File: src/rtl/ram_seq_pkg.sv
// ram_seq_pkg: shared state encoding and default sizes for the RAM burst sequencer.
// Contents: state_t (IDLE, WR, RD_REQ, RD_CAP, RD_OUT), DATA_W_DEF, ADDR_W_DEF.
package ram_seq_pkg;
    localparam int DATA_W_DEF = 8;
    localparam int ADDR_W_DEF = 6;
    typedef enum logic [2:0] {IDLE, WR, RD_REQ, RD_CAP, RD_OUT} state_t;
endpackage

File: src/rtl/ram_seq_cnt.sv
// ram_seq_cnt: burst address counter with saturating length latch and last-word flag.
// Ports: clk, rst (async, active-high), clear (restart at 0 and latch len), inc (advance),
//        len [ADDR_W:0] burst length, addr [ADDR_W-1:0] current RAM address,
//        last (current word is the final one of the burst).
module ram_seq_cnt
    import ram_seq_pkg::*;
#(
    parameter int ADDR_W = ADDR_W_DEF
) (
    input  logic              clk,
    input  logic              rst,
    input  logic              clear,
    input  logic              inc,
    input  logic [ADDR_W:0]   len,
    output logic [ADDR_W-1:0] addr,
    output logic              last
);
    localparam logic [ADDR_W:0] DEPTH = {1'b1, {ADDR_W{1'b0}}};
    localparam logic [ADDR_W:0] ONE   = (ADDR_W+1)'(1);
    logic [ADDR_W:0] count;
    logic [ADDR_W:0] len_q;
    always_ff @(posedge clk or posedge rst) begin
        if (rst) begin
            count <= '0;
            len_q <= '0;
        end else if (clear) begin
            count <= '0;
            len_q <= len > DEPTH ? DEPTH : len;
        end else if (inc) begin
            count <= count + ONE;
        end
    end
    // Counter is one bit wider than the address so a full-depth burst
    // finishes on address DEPTH-1 without aliasing back to 0.
    assign last = (count + ONE) == len_q;
    assign addr = count[ADDR_W-1:0];
endmodule

File: src/rtl/ram_seq_ctrl.sv
// ram_seq_ctrl: write/read burst sequencer in front of a single-port RAM with 1-cycle read latency.
// Ports: clk, rst (async, active-high); start_wr/start_rd/len burst request; in_data/in_valid/in_ready
//        write stream; out_data/out_valid/out_ready read stream; busy, done status;
//        ram_data/ram_addr/ram_we/ram_q RAM side.
// Option: define RAM_SEQ_CHKSUM_EN to add output chksum, the running sum of words moved in the burst.
module ram_seq_ctrl
    import ram_seq_pkg::*;
#(
    parameter int DATA_W = DATA_W_DEF,
    parameter int ADDR_W = ADDR_W_DEF
) (
    input  logic              clk,
    input  logic              rst,
    input  logic              start_wr,
    input  logic              start_rd,
    input  logic [ADDR_W:0]   len,
    input  logic [DATA_W-1:0] in_data,
    input  logic              in_valid,
    output logic              in_ready,
    output logic [DATA_W-1:0] out_data,
    output logic              out_valid,
    input  logic              out_ready,
    output logic              busy,
    output logic              done,
    output logic [DATA_W-1:0] ram_data,
    output logic [ADDR_W-1:0] ram_addr,
    output logic              ram_we,
    input  logic [DATA_W-1:0] ram_q
`ifdef RAM_SEQ_CHKSUM_EN
    ,
    output logic [DATA_W-1:0] chksum
`endif
);
    state_t state, state_nx;
    logic   last;
    logic   accept, wr_beat, rd_beat, fin;

    assign accept  = state == IDLE && (start_wr || start_rd);
    assign wr_beat = state == WR && in_valid;
    assign rd_beat = state == RD_OUT && out_ready;
    // A zero-length start finishes immediately without leaving IDLE.
    assign fin     = ((wr_beat || rd_beat) && last) || (accept && len == '0);

    ram_seq_cnt #(.ADDR_W(ADDR_W)) u_cnt (
        .clk   (clk),
        .rst   (rst),
        .clear (accept),
        .inc   (wr_beat || rd_beat),
        .len   (len),
        .addr  (ram_addr),
        .last  (last)
    );

    always_ff @(posedge clk or posedge rst) begin
        if (rst) state <= IDLE;
        else     state <= state_nx;
    end

    always_comb begin
        state_nx = state;
        case (state)
            IDLE:    if (accept && len != '0) state_nx = start_wr ? WR : RD_REQ;
            WR:      if (wr_beat && last) state_nx = IDLE;
            RD_REQ:  state_nx = RD_CAP;
            RD_CAP:  state_nx = RD_OUT;
            RD_OUT:  if (out_ready) state_nx = last ? IDLE : RD_REQ;
            default: state_nx = IDLE;
        endcase
    end

    always_comb begin
        in_ready  = state == WR;
        ram_we    = state == WR && in_valid;
        ram_data  = state == WR ? in_data : '0;
        out_valid = state == RD_OUT;
        busy      = state != IDLE;
    end

    // ram_q reflects the address presented in RD_REQ, so it is captured in RD_CAP.
    always_ff @(posedge clk or posedge rst) begin
        if (rst) begin
            out_data <= '0;
            done     <= 1'b0;
        end else begin
            done <= fin;
            if (state == RD_CAP) out_data <= ram_q;
        end
    end

`ifdef RAM_SEQ_CHKSUM_EN
    always_ff @(posedge clk or posedge rst) begin
        if (rst)          chksum <= '0;
        else if (accept)  chksum <= '0;
        else if (wr_beat) chksum <= chksum + in_data;
        else if (rd_beat) chksum <= chksum + out_data;
    end
`endif
endmodule

File: config.mk
export PLATFORM = sky130hd
export DESIGN_NAME = ram_seq_ctrl
export DESIGN_NICKNAME = d
export VERILOG_FILES = /design/src/rtl/ram_seq_pkg.sv /design/src/rtl/ram_seq_cnt.sv /design/src/rtl/ram_seq_ctrl.sv
export SDC_FILE = /design/constraint.sdc
export NUM_CORES = 1
export LEC_CHECK = 0
export CORE_MARGIN = 3
export CORE_UTILIZATION = 35
export CTS_CLUSTER_DIAMETER = 150
export CTS_CLUSTER_SIZE = 40
export DETAILED_ROUTE_END_ITERATION = 12
export GPL_ROUTABILITY_DRIVEN = 0
export PLACE_DENSITY = 0.75
export SLEW_MARGIN = 10
export SYNTH_ARGS = -nofsm -noshare
export SYNTH_HDL_FRONTEND = slang
export SYNTH_HIERARCHICAL = 1
export SYNTH_SLANG_ARGS = --single-unit
File: constraint.sdc
create_clock -name clk -period 4.4 [get_ports clk]
set_input_delay 0.44 -clock clk [delete_from_list [all_inputs] [get_ports clk]]
set_output_delay 0.44 -clock clk [all_outputs]
set_load 0.05 [all_outputs]
==> impl_metrics.yaml <==
timing:
  finalCriticalPeriod_ns: 2.70
  setup_viol: 0
  relSlewSlack: 0.563
  grt_setup_unrepaired: "no"
  hold_viol_final: 0
  slew_viol_final: 0
  period_share: 0.613
  worst_slew_pin_slew_ns: 0.655
  tns_ns: 0
  finalClockSkew_ns: 0.00257
  fmax_mhz: 371
synthesis:
  ys_seq_area_frac: 0.445
  synthTopCellsByCount: "dfrtp_1, nor2_1, nand2_1, inv_1"
  ys_top_cells_by_area: "dfrtp_1, mux2_2, xor2_1, and2_1, buf_4"
  syn_nets: 178
  synth_area_per_cell_um2: 9.87
  synth_top_area_cell: "dfrtp_1"
  synth.most_common_cell: "dfrtp_1"
  ys_seq_elements: 26
  synth_cells: 148
  synth_top_cell_area_share: 0.445
  synth_edf_count: 0
  syn_area_um2: 1460
  yosysWarnings: 6
  async_reset_ff_frac: 1.00
  yosysUniqueCellTypes: 37
  ys_dominant_reg_cell: "dfrtp_1"
setup_path:
  crit_chain: "nor3b_2 > and2_1 > clkdlybuf4s50_1"
  path_max_fanout: 10
  cp.required_ns: 3.96
  arrival_ns: 2.26
  cp_slowest_cell: "clkdlybuf4s50_1"
  critPathLaunchType: "flip-flop"
  cpPeakStageDelay_ns: 0.81
  critical_path_class: "flip-flop to output pin"
  end_kind: "output pin"
worst_hold_path:
  hp-class: "primary input to async pin"
finish:
  area_delta_synth_final_pct: 39.0
  final_util: 0.531
  insertedDiodeCount: 0
  finalInstanceArea_um2: 2030
  drive_above_1_share: 0.0933
  n_fill_cell: 359
  finalNetCount: 225
clock_network:
  cts_buffer_depth: 2
  cts_tree: "done"
  clockRootBuffer: "clkbuf_8"
  post-cts-setup-buffers: 0
  insertion_delay_ns: 0.26
  numCtsBuffers: 3
  postCtsHoldBufs: 0
  cts-resized-gates: 0
  cts_sinks: 26
  clkSlewWorstSetupHoldPaths_ns: 0.08
  htreeDepth: 1
floorplan:
  start_util: 0.382
  design.core.area_um2: 3830
  ios: 56
  die_h_um: 70.6
  rows: 22
  die_w_um: 70.6
  dieArea_um2: 4990
run:
  max-cap-violations: 0
global_routing:
  grt_antenna_before_repair: 0
  globalRouteTotalUtil: 0.120
  grt_max_degree: 22
  gr-total-overflow: 0
  grt_pass1_wl_um: 4900
  grt_pass1_vias: 1083
route:
  drtAntennaViolNets: 0
  via_per_inst: 4.65
  totalWireLength_um: 2890
  drtPass1Iterations: 4
  drc: 0
  vias: 1120
  detail_route.wl_per_cell_um: 12.0
  drt_iter0_drc: 56
power:
  p_leak_uw: 0.000862
  powerDensity_nw_per_um2: 701
  vdd_ir_drop_max_v: 0.000448
placed_design:
  place_area_um2: 1990
  hpwl_um: 2300
  io_buffers: 55
run_status:
  status: "finished, final reports clean"
sequential cells by signal, indices dropped and copies added, names as in the netlist:
name / cells
done: 1
u_cnt/count: 7
state: 3
out_data: 8
u_cnt/len_q: 7
worst max-delay path, delay by kind of cell, from the launching register on:
family                 cells  cell delay (ns)
flip-flops                 1             0.55
AND/OR/NAND/NOR            2             0.64
buffers and inverters      1             0.81
placed cells by master (no fill, tap or decap), drive strengths merged, types with 3 or more instances in the layout:
cell	count
and2	9
nand2	12
a21oi	3
dfrtp	26
clkbuf	3
o22ai	7
nand4	4
nor2	13
xor2	8
inv	11
nand3b	3
mux2	9
xnor2	6
clkdlybuf4s50	55
area by class of cell:
class / count / area (um2) / share of cell area
Clock buffer: 3 / 41.3 / 0.0203
Multi-Input combinational cell: 97 / 679 / 0.335
Tap cell: 48 / 60.1 / 0.0296
Timing Repair Buffer: 56 / 558 / 0.275
Inverter: 11 / 41.3 / 0.0203
Sequential cell: 26 / 651 / 0.320
kinds of logic (layout without fill, tap and decap cells):
family,after synthesis,count (layout),synth area share
AO/OA/AOI/OAI,19,19,0.0890
adder cells (fa/ha/maj),1,1,0.00856
AND/OR/NAND/NOR,52,52,0.200
XOR/XNOR,14,14,0.0839
buffers and inverters,25,70,0.0899
flip-flops,26,26,0.445
multiplexers,11,11,0.0831
per-layer routing:
| metal | vias to the layer above | GRT usage | part of all wire |
|---|---|---|---|
| met4 | 0 | 0.0564 | 0.020 |
| met3 | 4 | 0.0114 | 0.037 |
| met2 | 31 | 0.191 | 0.47 |
| met5 | - | 0 | 0 |
| li1 | 581 | - | - |
| met1 | 504 | 0.164 | 0.47 |
through the flow:
step | setup WS, ns | cells | power (uW) | hold slack (ns)
6_report | 1.70 | 241 | 1420 | 0.510
4_1_cts | 1.67 | 241 | 1440 | 0.517
2_1_floorplan | 2.06 | 148 | 1060 | 0.305
3_3_place_gp | 2.04 | 238 | 1300 | 0.486
5_1_grt | 1.53 | 241 | 1510 | 0.539
3_5_place_dp | 1.98 | 238 | 1310 | 0.497
power breakdown:
part | leakage (uW) | switching, uW | internal, uW
Clock | 0.0000216 | 65.7 | 61.1
Combinational | 0.000510 | 536 | 350
Sequential | 0.000331 | 84.8 | 325
worst paths after layout:
| kind | start | end | slack (ns) | cells past startpoint |
|---|---|---|---|---|
| worst min-delay path | rst | out_data[4]$_DFFE_PP0P_ | 0.51 | 2 |
| worst max-delay path | state[0]$_DFFE_PP0P_ | ram_data[2] | 1.70 | 3 |
| min in group clk | out_data[1]$_DFFE_PP0P_ | out_data[1]$_DFFE_PP0P_ | 0.51 | 1 |
| worst max register to register | u_cnt/count[0]$_DFFE_PP0P_ | state[0]$_DFFE_PP0P_ | 2.17 | 8 |
| max in group asynchronous | rst | u_cnt/count[1]$_DFFE_PP0P_ | 3.50 | 2 |
| worst min register to register | out_data[1]$_DFFE_PP0P_ | out_data[1]$_DFFE_PP0P_ | 0.51 | 1 |
No activity file was read; power rests on OpenSTA's default activity.
